[config.mk]
export PLATFORM = sky130hd
export DESIGN_NAME = alu_control_unit_flat
export DESIGN_NICKNAME = d
export VERILOG_FILES = /design/src/rtl/alu_control_unit_if.sv /design/src/rtl/alu_control_unit.sv /design/src/flat_wrapper.sv
export SDC_FILE = /design/constraint.sdc
export NUM_CORES = 1
export LEC_CHECK = 0
export CORE_ASPECT_RATIO = 0.75
export CORE_MARGIN = 2
export CORE_UTILIZATION = 50
export CTS_CLUSTER_DIAMETER = 30
export DETAILED_ROUTE_END_ITERATION = 16
export PLACE_DENSITY = 0.71
export SLEW_MARGIN = 25
export SYNTH_ARGS = -nofsm -noshare
export SYNTH_HDL_FRONTEND = slang
export SYNTH_SLANG_ARGS = --single-unit
[constraint.sdc]
create_clock -name clk -period 2.7 [get_ports clk]
set_input_delay 0.405 -clock clk [delete_from_list [all_inputs] [get_ports clk]]
set_output_delay 0.405 -clock clk [all_outputs]
set_load 0.02 [all_outputs]
[src/rtl/alu_control_unit_if.sv]
// Bus bundle between the ALU control unit and its environment.
//
// Handshake: an instruction transfers on a rising clk edge where
// instr_valid && instr_ready are both 1. instr_ready depends only on the
// control unit's state, never on instr_valid. The environment may change
// instr freely while no transfer happens.
interface alu_control_unit_if #(
    parameter int DW = 32
);
    logic          instr_valid;
    logic [31:0]   instr;
    logic          instr_ready;
    logic [DW-1:0] alu_a;
    logic [DW-1:0] alu_b;
    logic [5:0]    alu_op;
    logic          alu_cin;
    logic [DW-1:0] alu_result;
    logic          alu_cout;
    logic          alu_z;
    logic          alu_n;
    logic          done;
    logic          illegal;
    logic          flag_c;
    logic          flag_z;
    logic          flag_n;
    logic [2:0]    dbg_addr;
    logic [DW-1:0] dbg_data;
    logic [1:0]    state_dbg;

    // Control unit side
    modport slave (
        input  instr_valid, instr, alu_result, alu_cout, alu_z, alu_n, dbg_addr,
        output instr_ready, alu_a, alu_b, alu_op, alu_cin, done, illegal,
               flag_c, flag_z, flag_n, dbg_data, state_dbg
    );

    // Environment side: instruction source, ALU and debug reader
    modport master (
        output instr_valid, instr, alu_result, alu_cout, alu_z, alu_n, dbg_addr,
        input  instr_ready, alu_a, alu_b, alu_op, alu_cin, done, illegal,
               flag_c, flag_z, flag_n, dbg_data, state_dbg
    );
endinterface

[src/rtl/alu_control_unit.sv]
// ALU control unit: accepts one instruction at a time, reads operands from an
// 8-entry register file, drives an external ALU, and writes back the result
// and status flags. Each instruction takes exactly four cycles:
// IDLE (accept) -> DECODE -> EXEC -> WB.
module alu_control_unit #(
    parameter int DW = 32
) (
    input logic               clk,
    input logic               rst_n,
    alu_control_unit_if.slave bus
);
    localparam logic [5:0] OP_NOP = 6'b000000;
    localparam logic [5:0] OP_LDI = 6'b000001;
    localparam logic [5:0] OP_ADD = 6'b010000;
    localparam logic [5:0] OP_SUB = 6'b010001;
    localparam logic [5:0] OP_EQ  = 6'b100000;
    localparam logic [5:0] OP_NE  = 6'b100001;
    localparam logic [5:0] OP_LE  = 6'b100010;
    localparam logic [5:0] OP_GT  = 6'b100011;
    localparam logic [5:0] OP_LLS = 6'b110000;
    localparam logic [5:0] OP_LRS = 6'b110001;
    localparam logic [5:0] OP_ARS = 6'b110010;

    typedef enum logic [1:0] {
        IDLE   = 2'd0,
        DECODE = 2'd1,
        EXEC   = 2'd2,
        WB     = 2'd3
    } state_t;

    state_t        state_q, state_d;
    logic [31:0]   instr_q, instr_d;
    logic [DW-1:0] alu_a_q, alu_a_d;
    logic [DW-1:0] alu_b_q, alu_b_d;
    logic [5:0]    alu_op_q, alu_op_d;
    logic          alu_cin_q, alu_cin_d;
    logic [DW-1:0] res_q, res_d;
    logic          cout_q, cout_d;
    logic          z_q, z_d;
    logic          n_q, n_d;
    logic [DW-1:0] rf_q [8];
    logic [DW-1:0] rf_d [8];
    logic          flag_c_q, flag_c_d;
    logic          flag_z_q, flag_z_d;
    logic          flag_n_q, flag_n_d;
    logic          done_q, done_d;
    logic          illegal_q, illegal_d;

    logic [5:0]    op;
    logic [2:0]    rd;
    logic [2:0]    rs1;
    logic [2:0]    rs2;
    logic          usec;
    logic [15:0]   imm16;
    logic [DW-1:0] imm_ext;
    logic          op_is_alu;
    logic          op_is_legal;

    // Fields of the instruction held for the whole DECODE..WB window
    assign op    = instr_q[31:26];
    assign rd    = instr_q[25:23];
    assign rs1   = instr_q[22:20];
    assign rs2   = instr_q[19:17];
    assign usec  = instr_q[16];
    assign imm16 = instr_q[15:0];

    // Opcode classification: which ops go through the ALU, which are known
    always_comb begin
        op_is_alu   = (op inside {OP_ADD, OP_SUB, OP_EQ, OP_NE, OP_LE, OP_GT,
                                  OP_LLS, OP_LRS, OP_ARS});
        op_is_legal = op_is_alu || (op == OP_NOP) || (op == OP_LDI);
        imm_ext     = DW'(imm16);
    end

    // Next-state and datapath logic for the four-phase instruction sequence
    always_comb begin
        state_d   = state_q;
        instr_d   = instr_q;
        alu_a_d   = alu_a_q;
        alu_b_d   = alu_b_q;
        alu_op_d  = alu_op_q;
        alu_cin_d = alu_cin_q;
        res_d     = res_q;
        cout_d    = cout_q;
        z_d       = z_q;
        n_d       = n_q;
        rf_d      = rf_q;
        flag_c_d  = flag_c_q;
        flag_z_d  = flag_z_q;
        flag_n_d  = flag_n_q;
        done_d    = 1'b0;
        illegal_d = 1'b0;

        case (state_q)
            IDLE: begin
                // instr_ready is high here, so valid alone means a transfer
                if (bus.instr_valid) begin
                    instr_d = bus.instr;
                    state_d = DECODE;
                end
            end
            DECODE: begin
                // The ALU operand outputs double as the latched operand registers
                alu_a_d   = rf_q[rs1];
                alu_b_d   = rf_q[rs2];
                alu_op_d  = op;
                alu_cin_d = usec & flag_c_q;
                state_d   = EXEC;
            end
            EXEC: begin
                res_d     = bus.alu_result;
                cout_d    = bus.alu_cout;
                z_d       = bus.alu_z;
                n_d       = bus.alu_n;
                alu_op_d  = OP_NOP;
                alu_cin_d = 1'b0;
                done_d    = 1'b1;
                illegal_d = !op_is_legal;
                state_d   = WB;
            end
            WB: begin
                if (op_is_alu) begin
                    rf_d[rd] = res_q;
                    flag_z_d = z_q;
                    flag_n_d = n_q;
                    if ((op == OP_ADD) || (op == OP_SUB)) begin
                        flag_c_d = cout_q;
                    end
                end else if (op == OP_LDI) begin
                    rf_d[rd] = imm_ext;
                end
                // r0 is hard-wired to zero
                rf_d[0] = '0;
                state_d = IDLE;
            end
            default: state_d = IDLE;
        endcase
    end

    // State register; reset aborts any instruction in flight
    always_ff @(posedge clk or negedge rst_n) begin
        if (!rst_n) begin
            state_q   <= IDLE;
            instr_q   <= '0;
            alu_a_q   <= '0;
            alu_b_q   <= '0;
            alu_op_q  <= OP_NOP;
            alu_cin_q <= 1'b0;
            res_q     <= '0;
            cout_q    <= 1'b0;
            z_q       <= 1'b0;
            n_q       <= 1'b0;
            for (int i = 0; i < 8; i++) begin
                rf_q[i] <= '0;
            end
            flag_c_q  <= 1'b0;
            flag_z_q  <= 1'b0;
            flag_n_q  <= 1'b0;
            done_q    <= 1'b0;
            illegal_q <= 1'b0;
        end else begin
            state_q   <= state_d;
            instr_q   <= instr_d;
            alu_a_q   <= alu_a_d;
            alu_b_q   <= alu_b_d;
            alu_op_q  <= alu_op_d;
            alu_cin_q <= alu_cin_d;
            res_q     <= res_d;
            cout_q    <= cout_d;
            z_q       <= z_d;
            n_q       <= n_d;
            for (int i = 0; i < 8; i++) begin
                rf_q[i] <= rf_d[i];
            end
            flag_c_q  <= flag_c_d;
            flag_z_q  <= flag_z_d;
            flag_n_q  <= flag_n_d;
            done_q    <= done_d;
            illegal_q <= illegal_d;
        end
    end

    assign bus.instr_ready = (state_q == IDLE);
    assign bus.alu_a       = alu_a_q;
    assign bus.alu_b       = alu_b_q;
    assign bus.alu_op      = alu_op_q;
    assign bus.alu_cin     = alu_cin_q;
    assign bus.done        = done_q;
    assign bus.illegal     = illegal_q;
    assign bus.flag_c      = flag_c_q;
    assign bus.flag_z      = flag_z_q;
    assign bus.flag_n      = flag_n_q;
    assign bus.dbg_data    = rf_q[bus.dbg_addr];
    assign bus.state_dbg   = state_q;
endmodule

[src/flat_wrapper.sv]
// flat-port wrapper written by rule: the top's interface ports become plain ports
module alu_control_unit_flat 
#(
    parameter int DW = 32
)
  (clk, rst_n, bus_instr_valid, bus_instr, bus_alu_result, bus_alu_cout, bus_alu_z, bus_alu_n, bus_dbg_addr, bus_instr_ready, bus_alu_a, bus_alu_b, bus_alu_op, bus_alu_cin, bus_done, bus_illegal, bus_flag_c, bus_flag_z, bus_flag_n, bus_dbg_data, bus_state_dbg);
  alu_control_unit_if #(.DW(DW)) bus_i ();
  input logic clk;
  input logic rst_n;
  input wire logic [$bits(bus_i.instr_valid)-1:0] bus_instr_valid;
  input wire logic [$bits(bus_i.instr)-1:0] bus_instr;
  input wire logic [$bits(bus_i.alu_result)-1:0] bus_alu_result;
  input wire logic [$bits(bus_i.alu_cout)-1:0] bus_alu_cout;
  input wire logic [$bits(bus_i.alu_z)-1:0] bus_alu_z;
  input wire logic [$bits(bus_i.alu_n)-1:0] bus_alu_n;
  input wire logic [$bits(bus_i.dbg_addr)-1:0] bus_dbg_addr;
  output wire logic [$bits(bus_i.instr_ready)-1:0] bus_instr_ready;
  output wire logic [$bits(bus_i.alu_a)-1:0] bus_alu_a;
  output wire logic [$bits(bus_i.alu_b)-1:0] bus_alu_b;
  output wire logic [$bits(bus_i.alu_op)-1:0] bus_alu_op;
  output wire logic [$bits(bus_i.alu_cin)-1:0] bus_alu_cin;
  output wire logic [$bits(bus_i.done)-1:0] bus_done;
  output wire logic [$bits(bus_i.illegal)-1:0] bus_illegal;
  output wire logic [$bits(bus_i.flag_c)-1:0] bus_flag_c;
  output wire logic [$bits(bus_i.flag_z)-1:0] bus_flag_z;
  output wire logic [$bits(bus_i.flag_n)-1:0] bus_flag_n;
  output wire logic [$bits(bus_i.dbg_data)-1:0] bus_dbg_data;
  output wire logic [$bits(bus_i.state_dbg)-1:0] bus_state_dbg;
  assign bus_i.instr_valid = bus_instr_valid;
  assign bus_i.instr = bus_instr;
  assign bus_i.alu_result = bus_alu_result;
  assign bus_i.alu_cout = bus_alu_cout;
  assign bus_i.alu_z = bus_alu_z;
  assign bus_i.alu_n = bus_alu_n;
  assign bus_i.dbg_addr = bus_dbg_addr;
  assign bus_instr_ready = bus_i.instr_ready;
  assign bus_alu_a = bus_i.alu_a;
  assign bus_alu_b = bus_i.alu_b;
  assign bus_alu_op = bus_i.alu_op;
  assign bus_alu_cin = bus_i.alu_cin;
  assign bus_done = bus_i.done;
  assign bus_illegal = bus_i.illegal;
  assign bus_flag_c = bus_i.flag_c;
  assign bus_flag_z = bus_i.flag_z;
  assign bus_flag_n = bus_i.flag_n;
  assign bus_dbg_data = bus_i.dbg_data;
  assign bus_state_dbg = bus_i.state_dbg;
  alu_control_unit #(.DW(DW)) u_core (.clk(clk), .rst_n(rst_n), .bus(bus_i));
endmodule
==> results of run 1 <==
worst max-delay path by stage:
| stage | to | cells past startpoint |
|---|---|---|
| floorplan | bus_dbg_data[31] | 5 |
| global placement | bus_dbg_data[31] | 6 |
| detailed placement | bus_dbg_data[31] | 6 |
| CTS | bus_dbg_data[2] | 4 |
| global route | bus_dbg_data[22] | 4 |
| finish | bus_dbg_data[28] | 4 |
power by group through the flow:
stage / clock (mW) / combinational [mW] / sequential [mW]
after floorplan: 0 / 6.22 / 8.88
after global placement: 0 / 9.70 / 9.27
after detailed placement: 0 / 9.91 / 9.40
after CTS: 9.01 / 9.98 / 9.36
after global routing: 9.31 / 10.8 / 9.67
final: 8.89 / 9.99 / 9.43
flip-flops by register name (all words and copies together), names as in the netlist:
name                  count
u_core.bus.flag_z         1
u_core.n_q                1
u_core.bus.illegal        1
u_core.bus.alu_cin        1
u_core.bus.alu_op         6
u_core.rf_q             224
u_core.bus.state_dbg      2
u_core.cout_q             1
u_core.instr_q           32
u_core.bus.done           1
u_core.bus.flag_n         1
u_core.z_q                1
u_core.bus.alu_b         32
u_core.bus.flag_c         1
u_core.bus.alu_a         32
u_core.res_q             32
critical path: cells and delay by family (launching register included):
kind	cells	cell delay, ns
flops	1	0.41
buf+inv	1	0.57
mux	1	0.27
compound gates	2	0.41
layout make-up:
cell class              count  share of cell area
flip-flops and latches    369               0.382
multi-input cells        1081               0.367
repair buffers            255               0.113
clock buffers              89              0.0808
well taps                 504              0.0260
clock inverters            41              0.0201
inverters                  73              0.0113
cells in the final DEF (no fill, tap or decap), drive strengths merged, types with 2 or more instances in the layout:
| master | instances |
|---|---|
| a22oi | 65 |
| nand2 | 275 |
| nor2 | 3 |
| o21ai | 265 |
| dfrtp | 369 |
| clkinvlp | 10 |
| mux4 | 96 |
| nor2b | 3 |
| nor3 | 2 |
| buf | 75 |
| clkbuf | 89 |
| clkdlybuf4s50 | 175 |
| a21oi | 33 |
| a2111o | 6 |
| nand3b | 8 |
| dlymetal6s2s | 4 |
| bufinv | 7 |
| nand3 | 2 |
| ha | 4 |
| clkinv | 20 |
| mux2 | 230 |
| mux2i | 48 |
| a221oi | 31 |
| inv | 77 |
cell families after synthesis:
family / share of synthesized area
AOI/OAI and AO/OA: 0.125
muxes: 0.277
DFF: 0.488
and+or+nand+nor: 0.0636
buffers and inverters: 0.0445
adders and majority gates: 0.00265
through the flow:
step           instances  area (um^2)  hold slack (ns)  power (mW)
5_1_grt             2412        24200            0.422        29.7
4_1_cts             2412        24200            0.410        28.3
2_1_floorplan       1663        18900            0.109        15.1
3_3_place_gp        2281        21800            0.416        19.0
3_5_place_dp        2281        21800            0.428        19.3
6_report            2412        24200            0.399        28.3
metal layers:
metal  vias up  share of wire
li1       6435              -
met1      7485           0.42
met2       679           0.46
met3       132          0.080
met4         2          0.030
met5         -        0.00029
repair_timing:
item	in CTS	in global routing
hold buffers	1	0
setup endpoints to repair	0	4
gates resized for setup	0	4
hold endpoints to repair	57	0
==> metrics.cfg, run 1 <==
[logic_synthesis]
seq_area_frac_synth=0.488
synth_fp_nets=1740
synth_warnings=0
synth_top_area_share=0.488
synth.most_common_cell=dfrtp_1
synth_cell_types=33
synth_common_cells=dfrtp_1, nand2_1, o21ai_0, mux2_2, clkbuf_1
synth-edff-count=0
ys_ff_latch=369
synth_top_area_cell=dfrtp_1
async_reset_ff_frac=1.00
avgSynthCellArea_um2=11.4
yosys-top-cells-area=dfrtp_1, mux2_2, mux4_2
synth_ff_type=dfrtp_1
syn_inst=1663
synth_area_um2=18900

[layout]
seqCellArea_um2=9250
fill_cells=2787
syn_to_final_growth_pct=28.1
multiInputGateArea_um2=8900
layout.nets=1930
drive_gt1_frac=0.284
antenna_cells=0
final_util=0.652

[setup_path]
critPathLaunch=u_core.rf_q[220]
cpPeakStageDelay_ns=0.57
cp_slowest_cell=clkdlybuf4s50_1
cp_cell_sequence=mux2_2 > a221oi_1 > a21oi_1 > clkdlybuf4s50_1
cp-start-kind=register
r2r-start=u_core.instr_q[30]
worst-path-max-fanout=4
path_class=reg -> out
ff2ff_path_depth=4
required_ns=2.30
worstSetupEndpointType=primary output
crit_arrival_ns=2.22
r2r_slack_ns=0.35
r2r-end=u_core.rf_q[56]

[pwr]
comb_power_share=0.353
power_frac_seq=0.333
pwr_density_cell_nw_per_um2=1170
switching_share=0.360
clock_power_share=0.314
p_leak_nw=10.2
p_sw_mw=10.2
power.internal_mw=18.1
peakVddDrop_uv=617

[worst_hold_path]
hold_path_class=in -> async

[global_routing]
grt_overflow_total=0
track_usage=0.286
use_met1=0.383
antenna_found_initial=1
grt_max_degree=67
use_met3=0.0698
grt_pass1_vias=15300
grt.busiest_layer=met2
grt_util_met2=0.451
grt_pass1_wl_um=87200

[timing]
tightest_slew_ns=0.792
layout_setup_ws_ns=0.0782
period_share=0.971
slew_violations=0
slew_headroom=0.468
rsz0062_at_grt=false
max_freq_ghz=0.381
setup_tns_ns=0
hold_viol_final=0
fin_skew_ns=0.0249
setup_violations=0
fin_crit_ns=2.62

[route]
drt_first_pass_iters=5
drtIter0Drc=1568
wl_per_cell_um=22.7
drc=0
ant_nets=0
vias=14700
wl_um=54600
avgViaCountPerCell=6.11

[placement]
pre_cts_slack_ns=0.177
place_congestion=0.825
portBuffers=183
hpwl_um=34500

[floorplan]
coreArea_um2=37200
design.die.area_um2=39400
initial_core_util=0.509
chipWidth_um=229
pin_count=184
rows=61
die_y_um=172

[clocking]
cts_tree=yes
htreeDepth=3
cts.sinks=369
clk_path_buf_depth=3
postCtsSetupRepairBufs=0
cts_buffers=73
worstSkewPairLatency_ns=0.59
clkTransAtPathRegs_ns=0.05
cts_root_buf=clkbuf_16

[run_status]
status=complete, no violations

[job]
maxCapViolCount=0

Power figures use the tool's default switching activity.
==> inputs of run 2 (changes only) <==
Settings changed: TNS_END_PERCENT set to 5.
Clock period 2.7 ns to 2.8 ns, I/O delays scaled along.
==> metrics.cfg, run 2 (same netlist as run 1, synthesis figures left out) <==
[run_status]
status=complete, no violations

[clocking]
cts_root_buf=clkbuf_16
htreeDepth=3  ; unchanged
cts.sinks=369  ; unchanged
clkTransAtPathRegs_ns=0.05  ; about the same
cts_buffers=74  ; +1.4%
postCtsSetupRepairBufs=0  ; unchanged
clk_path_buf_depth=3  ; unchanged
cts_tree=yes
worstSkewPairLatency_ns=0.59  ; about the same

[route]
wl_um=54900  ; +0.44%
vias=14700  ; -0.15%
ant_nets=0  ; unchanged
avgViaCountPerCell=6.10  ; -0.11%
highest_layer=met5
wl_met3_um=4460  ; +1.8%
drt_first_pass_iters=6  ; +1
drtIter0Drc=1611  ; +2.7%
drc=0  ; unchanged
wl_met2_um=25400  ; -0.10%
wl_per_cell_um=22.8  ; +0.49%
wl_met1_um=23200  ; about the same

[floorplan]
coreArea_um2=37200  ; unchanged
die_y_um=172  ; unchanged
initial_core_util=0.509  ; unchanged
design.die.area_um2=39400  ; unchanged
rows=61  ; unchanged
chipWidth_um=229  ; unchanged
pin_count=184  ; unchanged

[setup_path]
path_class=reg -> out
crit_arrival_ns=2.29  ; +0.07 ns
critPathLaunch=u_core.rf_q[220]
worstSetupEndpointType=primary output
r2r-start=u_core.instr_q[21]
worst-path-max-fanout=4  ; unchanged
r2r_slack_ns=0.43  ; +0.08 ns
cp-start-kind=register
required_ns=2.38  ; +0.08 ns

[global_routing]
antenna_found_initial=1  ; unchanged
grt_max_degree=66  ; -1.5%
grt_overflow_total=0  ; unchanged
track_usage=0.286  ; about the same
grt_pass1_vias=15200  ; -0.52%
grt_pass1_wl_um=86900  ; -0.26%

[placement]
place_congestion=0.818  ; -0.85%
portBuffers=183  ; unchanged
hpwl_um=34000  ; -1.6%

[layout]
layout.nets=1926  ; -0.21%
drive_gt1_frac=0.284  ; about the same
layout_common_cells=dfrtp_1, nand2_1, o21ai_0
regMostFlops=u_core.rf_q
final_util=0.650  ; -0.00202
largest_reg_flops=224  ; unchanged
syn_to_final_growth_pct=27.8
fill_cells=2846  ; +2.1%
layout_commonest_cell=dfrtp_1
antenna_cells=0  ; unchanged

[timing]
rsz0062_at_grt=false
period_share=0.966
tightest_slew_ns=0.911  ; +0.119 ns
setup_tns_ns=0  ; unchanged
hold_viol_final=0  ; unchanged
slew_headroom=0.393  ; -0.0750
slew_violations=0  ; unchanged
setup_violations=0  ; unchanged
max_freq_ghz=0.370
fin_skew_ns=0.0302  ; +0.00530 ns
fin_crit_ns=2.71

[pwr]
pwr_density_cell_nw_per_um2=1130  ; -3.1%
peakVddDrop_uv=595  ; -3.5%
p_leak_nw=10.1  ; -0.74%
power.total_mw=27.3  ; -3.4%

[job]
maxCapViolCount=0  ; unchanged

[worst_hold_path]
hold_path_class=in -> async

-- run 2: changes by cell type in the layout (fill, tap and decap cells not counted), sizes merged --
cell	change
clkbuf	+10
clkinv	-6
buf	-5
clkdlybuf4s50	+4
dlymetal6s2s	-4
bufinv	-2
inv	+2
-- run 2: repair_timing --
item	CTS	global route
endpoints found under the hold margin	53	0
endpoints found under the setup margin	0	0
resized for setup	0	0
hold buffers	1	0
-- run 2: per-layer routing --
layer	up-vias	global-route usage
li1	6429	-
met5	-	0
met4	2	0.118
met1	7415	0.386
met3	154	0.0668
met2	711	0.451
-- run 2: cell type report --
cell class | count | area (um^2) | area share
Inverter | 73 | 274 | 0.0113
Sequential cell | 369 | 9250 | 0.383
Timing Repair Buffer | 250 | 2620 | 0.108
Clock buffer | 99 | 2130 | 0.0881
Clock inverter | 35 | 370 | 0.0153
Multi-Input combinational cell | 1081 | 8900 | 0.368
Tap cell | 504 | 631 | 0.0261
-- run 2: path summary, 6_finish.rpt --
kind / endpoint / cells past startpoint
setup / recovery: bus_dbg_data[28] / 4
hold / removal: u_core.cout_q / 2
setup reg to reg: u_core.bus.alu_a[12] / 5
hold reg to reg: u_core.instr_q[14] / 1
max in group asynchronous: u_core.bus.alu_a[7] / 3
min in group clk: u_core.res_q[27] / 2
-- run 2: stage by stage --
stage                     hold WS, ns  setup slack [ns]  area [um^2]  instances
final                           0.386            0.0947        24200       2411
after detailed placement        0.426             0.184        21700       2276
after CTS                       0.401            0.0980        24200       2411
after global routing            0.423            0.0289        24200       2411
after floorplan                 0.124             0.403        18900       1663
after global placement          0.427             0.172        21600       2275
-- run 2: worst max-delay path: stages (launching register included) --
cell and delay (ns):
dfrtp_1 0.41, mux2_2 0.28, a221oi_1 0.27, a21oi_1 0.14, clkdlybuf4s50_1 0.58
-- run 2: power by group --
group          switching [mW]  internal (mW)
Combinational            5.02           4.61
Clock                    2.92           5.80
Sequential               1.87           7.11
Total                    9.81           17.5
